## src/rtl/cdb_arbiter_if.sv

```systemverilog
// cdb_arbiter_if: source-side request bus and CDB broadcast bus of the CDB arbiter.
//   master : the arbiter. It samples per-source valid/payload and rob_ready_i,
//            and drives ready_o plus the cdb_* broadcast.
//   slave  : the environment, meaning the reservation stations and the ROB.
// Per-source fields are packed, with source i at [i*W +: W].
interface cdb_arbiter_if #(
  parameter int N_EU        = 4,
  parameter int XLEN        = 64,
  parameter int ROB_IDX_LEN = 6,
  parameter int EXCEPT_LEN  = 4
);
  logic [N_EU-1:0]             valid_i;
  logic [N_EU-1:0]             ready_o;
  logic [N_EU*ROB_IDX_LEN-1:0] idx_i;
  logic [N_EU*XLEN-1:0]        data_i;
  logic [N_EU-1:0]             except_raised_i;
  logic [N_EU*EXCEPT_LEN-1:0]  except_code_i;
  logic                        rob_ready_i;
  logic                        cdb_valid_o;
  logic [ROB_IDX_LEN-1:0]      cdb_idx_o;
  logic [XLEN-1:0]             cdb_data_o;
  logic                        cdb_except_raised_o;
  logic [EXCEPT_LEN-1:0]       cdb_except_o;

  modport master (
    input  valid_i, idx_i, data_i, except_raised_i, except_code_i, rob_ready_i,
    output ready_o, cdb_valid_o, cdb_idx_o, cdb_data_o, cdb_except_raised_o, cdb_except_o
  );

  modport slave (
    output valid_i, idx_i, data_i, except_raised_i, except_code_i, rob_ready_i,
    input  ready_o, cdb_valid_o, cdb_idx_o, cdb_data_o, cdb_except_raised_o, cdb_except_o
  );
endinterface

```

## src/rtl/cdb_arbiter.sv

```systemverilog
// cdb_arbiter: round-robin arbiter plus output register for the common data bus.
// Each cycle it grants at most one reservation-station result, registers it,
// and broadcasts it to the ROB and to all stations one cycle later.
//   clk_i   : clock, rising edge
//   rst_i   : synchronous active-high reset
//   flush_i : synchronous flush; drops the held result and blocks grants that cycle
//   bus     : cdb_arbiter_if.master, carrying the source valid/ready/payload and the cdb_* broadcast
module cdb_arbiter #(
  parameter int N_EU        = 4,
  parameter int XLEN        = 64,
  parameter int ROB_IDX_LEN = 6,
  parameter int EXCEPT_LEN  = 4
) (
  input  logic           clk_i,
  input  logic           rst_i,
  input  logic           flush_i,
  cdb_arbiter_if.master  bus
);
  localparam int PW = (N_EU > 1) ? $clog2(N_EU) : 1;

  logic                   valid_q, valid_d;
  logic [ROB_IDX_LEN-1:0] idx_q, idx_d;
  logic [XLEN-1:0]        data_q, data_d;
  logic                   exr_q, exr_d;
  logic [EXCEPT_LEN-1:0]  exc_q, exc_d;
  logic [PW-1:0]          prio_q, prio_d;

  logic          accept, found, xfer;
  logic [PW-1:0] gnt;
  int            j;

  // Rotating scan that starts at prio_q. The first valid source wins.
  always_comb begin
    found = 1'b0;
    gnt   = '0;
    j     = 0;
    for (int k = 0; k < N_EU; k++) begin
      j = int'(prio_q) + k;
      if (j >= N_EU) j = j - N_EU;
      if (!found && bus.valid_i[j]) begin
        found = 1'b1;
        gnt   = PW'(j);
      end
    end
  end

  // The register can take a new result when it is empty or draining this cycle.
  assign accept = !valid_q || bus.rob_ready_i;
  assign xfer   = !rst_i && !flush_i && accept && found;

  always_comb begin
    bus.ready_o = '0;
    if (xfer) bus.ready_o[gnt] = 1'b1;
  end

  always_comb begin
    valid_d = valid_q;
    idx_d   = idx_q;
    data_d  = data_q;
    exr_d   = exr_q;
    exc_d   = exc_q;
    prio_d  = prio_q;
    if (flush_i) begin
      valid_d = 1'b0;
    end else if (xfer) begin
      // A load overwrites any draining entry, so no bubble is inserted.
      valid_d = 1'b1;
      idx_d   = bus.idx_i[gnt*ROB_IDX_LEN +: ROB_IDX_LEN];
      data_d  = bus.data_i[gnt*XLEN +: XLEN];
      exr_d   = bus.except_raised_i[gnt];
      exc_d   = bus.except_code_i[gnt*EXCEPT_LEN +: EXCEPT_LEN];
      prio_d  = (gnt == PW'(N_EU-1)) ? '0 : gnt + 1'b1;
    end else if (bus.rob_ready_i) begin
      valid_d = 1'b0;
    end
  end

  always_ff @(posedge clk_i) begin
    if (rst_i) begin
      valid_q <= 1'b0;
      idx_q   <= '0;
      data_q  <= '0;
      exr_q   <= 1'b0;
      exc_q   <= '0;
      prio_q  <= '0;
    end else begin
      valid_q <= valid_d;
      idx_q   <= idx_d;
      data_q  <= data_d;
      exr_q   <= exr_d;
      exc_q   <= exc_d;
      prio_q  <= prio_d;
    end
  end

  assign bus.cdb_valid_o         = valid_q;
  assign bus.cdb_idx_o           = idx_q;
  assign bus.cdb_data_o          = data_q;
  assign bus.cdb_except_raised_o = exr_q;
  assign bus.cdb_except_o        = exc_q;
endmodule

```

## src/flat_wrapper.sv

```systemverilog
// flat-port wrapper written by rule: the top's interface ports become plain ports
module cdb_arbiter_flat 
#(
  parameter int N_EU        = 4,
  parameter int XLEN        = 64,
  parameter int ROB_IDX_LEN = 6,
  parameter int EXCEPT_LEN  = 4
)
  (clk_i, rst_i, flush_i, bus_valid_i, bus_idx_i, bus_data_i, bus_except_raised_i, bus_except_code_i, bus_rob_ready_i, bus_ready_o, bus_cdb_valid_o, bus_cdb_idx_o, bus_cdb_data_o, bus_cdb_except_raised_o, bus_cdb_except_o);
  cdb_arbiter_if #(.N_EU(N_EU), .XLEN(XLEN), .ROB_IDX_LEN(ROB_IDX_LEN), .EXCEPT_LEN(EXCEPT_LEN)) bus_i ();
  input  logic clk_i;
  input  logic rst_i;
  input  logic flush_i;
  input wire logic [$bits(bus_i.valid_i)-1:0] bus_valid_i;
  input wire logic [$bits(bus_i.idx_i)-1:0] bus_idx_i;
  input wire logic [$bits(bus_i.data_i)-1:0] bus_data_i;
  input wire logic [$bits(bus_i.except_raised_i)-1:0] bus_except_raised_i;
  input wire logic [$bits(bus_i.except_code_i)-1:0] bus_except_code_i;
  input wire logic [$bits(bus_i.rob_ready_i)-1:0] bus_rob_ready_i;
  output wire logic [$bits(bus_i.ready_o)-1:0] bus_ready_o;
  output wire logic [$bits(bus_i.cdb_valid_o)-1:0] bus_cdb_valid_o;
  output wire logic [$bits(bus_i.cdb_idx_o)-1:0] bus_cdb_idx_o;
  output wire logic [$bits(bus_i.cdb_data_o)-1:0] bus_cdb_data_o;
  output wire logic [$bits(bus_i.cdb_except_raised_o)-1:0] bus_cdb_except_raised_o;
  output wire logic [$bits(bus_i.cdb_except_o)-1:0] bus_cdb_except_o;
  assign bus_i.valid_i = bus_valid_i;
  assign bus_i.idx_i = bus_idx_i;
  assign bus_i.data_i = bus_data_i;
  assign bus_i.except_raised_i = bus_except_raised_i;
  assign bus_i.except_code_i = bus_except_code_i;
  assign bus_i.rob_ready_i = bus_rob_ready_i;
  assign bus_ready_o = bus_i.ready_o;
  assign bus_cdb_valid_o = bus_i.cdb_valid_o;
  assign bus_cdb_idx_o = bus_i.cdb_idx_o;
  assign bus_cdb_data_o = bus_i.cdb_data_o;
  assign bus_cdb_except_raised_o = bus_i.cdb_except_raised_o;
  assign bus_cdb_except_o = bus_i.cdb_except_o;
  cdb_arbiter #(.N_EU(N_EU), .XLEN(XLEN), .ROB_IDX_LEN(ROB_IDX_LEN), .EXCEPT_LEN(EXCEPT_LEN)) u_core (.clk_i(clk_i), .rst_i(rst_i), .flush_i(flush_i), .bus(bus_i));
endmodule
```

## config.mk

```make
export PLATFORM = sky130hd
export DESIGN_NAME = cdb_arbiter_flat
export DESIGN_NICKNAME = d
export VERILOG_FILES = /design/src/rtl/cdb_arbiter_if.sv /design/src/rtl/cdb_arbiter.sv /design/src/flat_wrapper.sv
export SDC_FILE = /design/constraint.sdc
export NUM_CORES = 1
export LEC_CHECK = 0
export ABC_AREA = 1
export CAP_MARGIN = 20
export CORE_AREA = 2 2 149 151
export CTS_BUF_LIST = sky130_fd_sc_hd__clkbuf_4 sky130_fd_sc_hd__clkbuf_8
export CTS_CLUSTER_SIZE = 25
export DETAILED_ROUTE_END_ITERATION = 8
export DIE_AREA = 0 0 151 153
export GPL_ROUTABILITY_DRIVEN = 1
export GPL_TIMING_DRIVEN = 0
export SLEW_MARGIN = 20
export SYNTH_ARGS = -nofsm -noshare
export SYNTH_HDL_FRONTEND = slang
export SYNTH_SLANG_ARGS = --single-unit
```

## constraint.sdc

```tcl
create_clock -name clk_i -period 2.2 [get_ports clk_i]
set_input_delay 0.33 -clock clk_i [delete_from_list [all_inputs] [get_ports clk_i]]
set_output_delay 0.33 -clock clk_i [all_outputs]
set_load 0.02 [all_outputs]
```

Yosys cells after proc, flatten, opt, wreduce, memory -nomap -nowiden:

Index checks and enable logic that the tools add are counted.

* register bits after elaboration: 78
* input port bits: 308
* output and inout port bits: 80
* logic and storage cells: 79

* add/sub/neg operators: 8
* multipliers: 1
* order comparisons: 10
* equality and inequality tests: 1
* shifts and indexed selects: 3
* mux-type cells: 32
* bitwise gates (word level): 1
* reductions and logical operators: 17

Operators with widths (number)
* variable part select 256 x 9 -> 64 bit: 1
* < comparator 32 x 4 -> 1 bit, second input constant: 4
* two-way mux 32 bit: 4
* >= comparator 32 x 4 -> 1 bit, second input constant: 3
* subtractor 32 x 4 -> 32 bit, second input constant: 3
* variable part select 24 x 6 -> 6 bit: 1
* two-way mux 1 bit: 16
* variable part select 16 x 5 -> 4 bit: 1
* binary-select mux 1 bit (select 2 bit): 5
* two-way mux 2 bit: 5
* logical AND 1 bit: 7
* adder 2 x 2 -> 3 bit, second input constant: 2
* zero test 1 bit: 6
* multiplier 2 x 2 -> 4 bit, second input constant: 1
* two-way mux 4 bit: 1
* subtractor 2 x 3 -> 4 bit, second input constant: 1
* adder 2 x 1 -> 3 bit, second input constant: 1
* >= comparator 2 x 3 -> 1 bit, second input constant: 1
* < comparator 2 x 3 -> 1 bit, second input constant: 1
* adder 2 x 1 -> 2 bit, second input constant: 1
* demux 1 bit (select 2 bit): 1
* == test 2 bit, second input constant: 1
* >= comparator 2 x 1 -> 1 bit, second input constant: 1
* AND reduction 2 bit: 1
* other kinds (4): 4

Depth between registers and ports, before layout:

* word-level depth: 20
* depth in mapped cells: 17
* mapped depth without buffers: 15

Worst setup path before layout:

Ideal clock, no wire load.

* path type: register to output
* start point: reg u_core.prio_q[0]
* end point: out bus_ready_o[3]
* arrival time: 1916 ps
* data required time: 1870 ps
* slack: -46 ps
* stages on the path, launching flop included: 12
* buffers on the path: 3
* cells stage by stage: dfxtp_1 -> buf_4 -> nand2_1 -> nand3_1 -> nand2_1 -> nor2_1 -> nand3_1 -> nand3_1 -> inv_1 -> buf_2 -> buf_2 -> nor3_1

* longest elaborated chain between the ends: 20
* elaborated cells between the ends (all ways): 48
* classes of those cells: add/sub (7); order compare (6); mux (27); reduce/logical (8)

RTL lines
* from (decl): RTL line cdb_arbiter.sv:26 `logic [PW-1:0] prio_q, prio_d;`
* from (signal assigned): RTL line cdb_arbiter.sv:92 `prio_q <= prio_d;`
* parallel branches: the longest is 19 deep, another holds subtractor 32 x 4 -> 32 bit
* two-way mux 4 bit (*): RTL line cdb_arbiter.sv:53 `if (xfer) bus.ready_o[gnt] = 1'b1;`
* to (decl): RTL line flat_wrapper.sv:20 `output wire logic [$bits(bus_i.ready_o)-1:0] bus_ready_o;`

Mark *: on every way between the ends. The select of a mux whose other input is x is not followed.

Worst setup path in the final report:

* start point: reg u_core.prio_q[0]
* end point: out bus_ready_o[0]

The elaborated chain is that of the path after synthesis.

==> results.yml <==
status:
  outcome: "complete, but fails checks"
  violations: "negative setup slack"
placement:
  dpl-instance-area_um2: 10100
  place.gp.congestion: 0.922
  dp_cells: 1720
  post-dp-hpwl_um: 25600
  portBuffers: 386
synthesis:
  post_synth_instance_area_um2: 5850
  yosysTopAreaCell: "sky130_fd_sc_hd__dfxtp_1"
  post_synthesis_cell_type_count: 23
  postSynth.asyncResetShare: 0
  synth_warnings: 0
  dominantRegCellSynth: "sky130_fd_sc_hd__dfxtp_1"
  ys_top_cells_by_count: "sky130_fd_sc_hd__nand2_1, sky130_fd_sc_hd__nand3_1, sky130_fd_sc_hd__nor2_1, sky130_fd_sc_hd__dfxtp_1, sky130_fd_sc_hd__inv_1"
  yosys.area.top_type_share: 0.267
  syn_area_per_cell_um2: 5.55
  synth.net_count: 1362
  top_cells_by_area_in_the_synthesized_netlist: "sky130_fd_sc_hd__dfxtp_1, sky130_fd_sc_hd__nand2_1, sky130_fd_sc_hd__nand3_1"
  syn-instance-count: 1054
  seq_area_frac_synth: 0.267
  top_count_cell_post_synth: "sky130_fd_sc_hd__nand2_1"
  synth_edf_count: 0
  ys_seq_elements: 78
cts:
  numClockSinks: 78
  cts_hold_buf: 0
  clk_pin_slew_ns: 0.09
  h-tree-depth: 3
  cts.root.buffer_cell: "sky130_fd_sc_hd__clkbuf_8"
  cts_bufs_inserted: 9
  tritoncts_clock_tree: "yes"
  cts.path.max_buffers: 2
  worstSkewPairLatency_ns: 0.38
power_and_ir_drop:
  power.ir.vdd_worst_uv: 453
  leakagePower_nw: 5.09
  power.density_cell_area_nw_per_um2: 775
  p_total_w: 0.00880
detailed_routing:
  drt_drc_violations_left: 0
  postRouteAntennaNets: 0
  wl_um: 33000
  wl_per_cell_um: 18.6
  detail_route.iter0.violations: 597
  via_per_inst: 4.90
  detail_route.first_pass.iterations: 5
  detailroute.via_count: 8669
floorplan:
  fp-row-count: 54
  die_area_um2: 23100
  core_box_area_um2: 21500
  initial_utilization: 0.272
  floorplan.io_pins: 388
  die_ht_um: 153
  dieWidth_um: 151
sta:
  count_of_pins_over_their_slew_limit: 0
  slew_headroom: 0.543
  report.final.hold_viol_count: 0
  period_minus_slack_ns: 2.51
  final.setup.tns_ns: -4.33
  final_critical_path_setup_slack_ns: -0.314
  final_min_period_over_clock_period: 1.14
  rsz0062_at_grt: "true"
  final-setup-viol-count: 34
  final_worst_clock_skew_ns: 0.00900
  max_clock_freq_mhz: 398
  tightest_slew_ns: 0.686
final_layout:
  layout.filler_cells: 2226
  finalInstanceArea_um2: 11300
  num-nets-final: 1790
  instances_no_fill: 1769
  multi_input_area_um2: 3940
  areaGrowthSynthToFinish_pct: 94.0
  final_layout_size_suffix_gt1_frac: 0.143
  ff_latch_area_um2: 1570
global_route:
  first_global_vias: 8053
  grt_first_pass_wirelength_um: 47600
  grt_antenna_before_repair: 2
  grtUsageTotal: 0.272
  grt.overflow.total: 0
  grt_max_degree: 14
job:
  max_cap_violations: 0
worst_setup_path:
  cpPeakStageDelay_ns: 0.40
  worst_ep_arrival_time_ns: 2.18
  timing.critical_path.fanout_max: 5
  crit_top_cell: "sky130_fd_sc_hd__nand3_4"
  crit_path_end_kind: "primary output"
  cp_slowest_cell: "sky130_fd_sc_hd__dfxtp_4"
  crit_path_cell_trace: "buf_8 > nand2_8 > nand3_4 > nand2_4 > nor2_4 > nand3_4 > buf_8 > nand3_4 > inv_8 > buf_12 > buf_12 > nand2_4 > nor2_2 > buf_6"
  timing.setup.critical_path_class: "reg -> out"
  critical_path_required_ns: 1.87
  crit_path_start_kind: "register"
hold_path:
  timing.hold.worst.class: "reg -> reg"
-- per-layer routing --
metal | global-route usage | up-vias | part of all wire
met2 | 0.454 | 373 | 0.47
met5 | 0 | - | 0
li1 | - | 4271 | -
met4 | 0.105 | 0 | 0.038
met3 | 0.0558 | 71 | 0.075
met1 | 0.343 | 3954 | 0.41
-- cell families (layout without fill, tap and decap cells) --
kind of cell / after synthesis / after routing / synth area share
flip-flops: 78 / 78 / 0.267
other: 0 / 2 / 0
AO/OA/AOI/OAI: 46 / 46 / 0.0398
AND/OR/NAND/NOR: 780 / 780 / 0.576
buffers and inverters: 150 / 583 / 0.117
-- flip-flops by register name, indices dropped and copies added (netlist names) --
signal	flops
u_core.bus.cdb_except_o	4
u_core.prio_q	2
u_core.bus.cdb_data_o	64
u_core.bus.cdb_except_raised_o	1
u_core.bus.cdb_valid_o	1
u_core.bus.cdb_idx_o	6
-- through the flow --
step	hold WS (ns)	worst slack (ns)	utilization
2_1_floorplan	0.527	0.0310	-
3_3_place_gp	0.494	-1.31	0.469
3_5_place_dp	0.499	-1.31	0.469
4_1_cts	0.524	-0.255	0.502
5_1_grt	0.538	-0.397	0.528
6_report	0.519	-0.314	0.528
-- power by group --
part	internal, W	switching [W]
clock network	0.000568	0.000603
registers	0.00158	0.000101
logic	0.00263	0.00332
-- area by class of cell --
cell class	instances	share of cell area
Antenna cell	2	0.000441
Buffer	86	0.0706
Clock buffer	11	0.0128
Clock inverter	5	0.00518
Inverter	64	0.0227
Multi-Input combinational cell	826	0.347
Sequential cell	78	0.138
Tap cell	280	0.0309
Timing Repair Buffer	417	0.372
-- placed cells by master (no fill, tap or decap), types with 11 or more instances in the layout --
cell,count
sky130_fd_sc_hd__buf_6,34
sky130_fd_sc_hd__nand3_1,184
sky130_fd_sc_hd__clkdlybuf4s50_1,379
sky130_fd_sc_hd__o21ai_1,18
sky130_fd_sc_hd__dfxtp_1,76
sky130_fd_sc_hd__nand2_1,324
sky130_fd_sc_hd__o21ai_0,25
sky130_fd_sc_hd__buf_4,30
sky130_fd_sc_hd__nand3_2,13
sky130_fd_sc_hd__nand2_2,27
sky130_fd_sc_hd__buf_8,11
sky130_fd_sc_hd__inv_1,53
sky130_fd_sc_hd__nand4_1,54
sky130_fd_sc_hd__nor2_2,11
sky130_fd_sc_hd__nor2_1,145
sky130_fd_sc_hd__clkbuf_2,13
-- worst max-delay path, delay by kind of cell, from the launching register on --
kind | cells | cell delay (ns)
buf+inv | 6 | 0.71
simple gates | 8 | 0.67
flops | 1 | 0.40
-- repair_timing --
item,4_1_cts,5_1_grt
endpoints found under the hold margin,0,0
gates cloned,1,3
setup buffers,19,9
pin swaps,20,15
gates resized for setup,132,182
endpoints found under the setup margin,81,79
-- worst paths after layout --
kind	start	end	slack, ns	cells after the start
setup / recovery	u_core.prio_q[0]	bus_ready_o[0]	-0.31	14
hold / removal	u_core.bus.cdb_data_o[38]	u_core.bus.cdb_data_o[38]	0.52	2
setup reg to reg	u_core.prio_q[0]	u_core.bus.cdb_data_o[37]	-0.14	17
hold reg to reg	u_core.bus.cdb_data_o[38]	u_core.bus.cdb_data_o[38]	0.52	2
(Power assumes the default switching activity.)
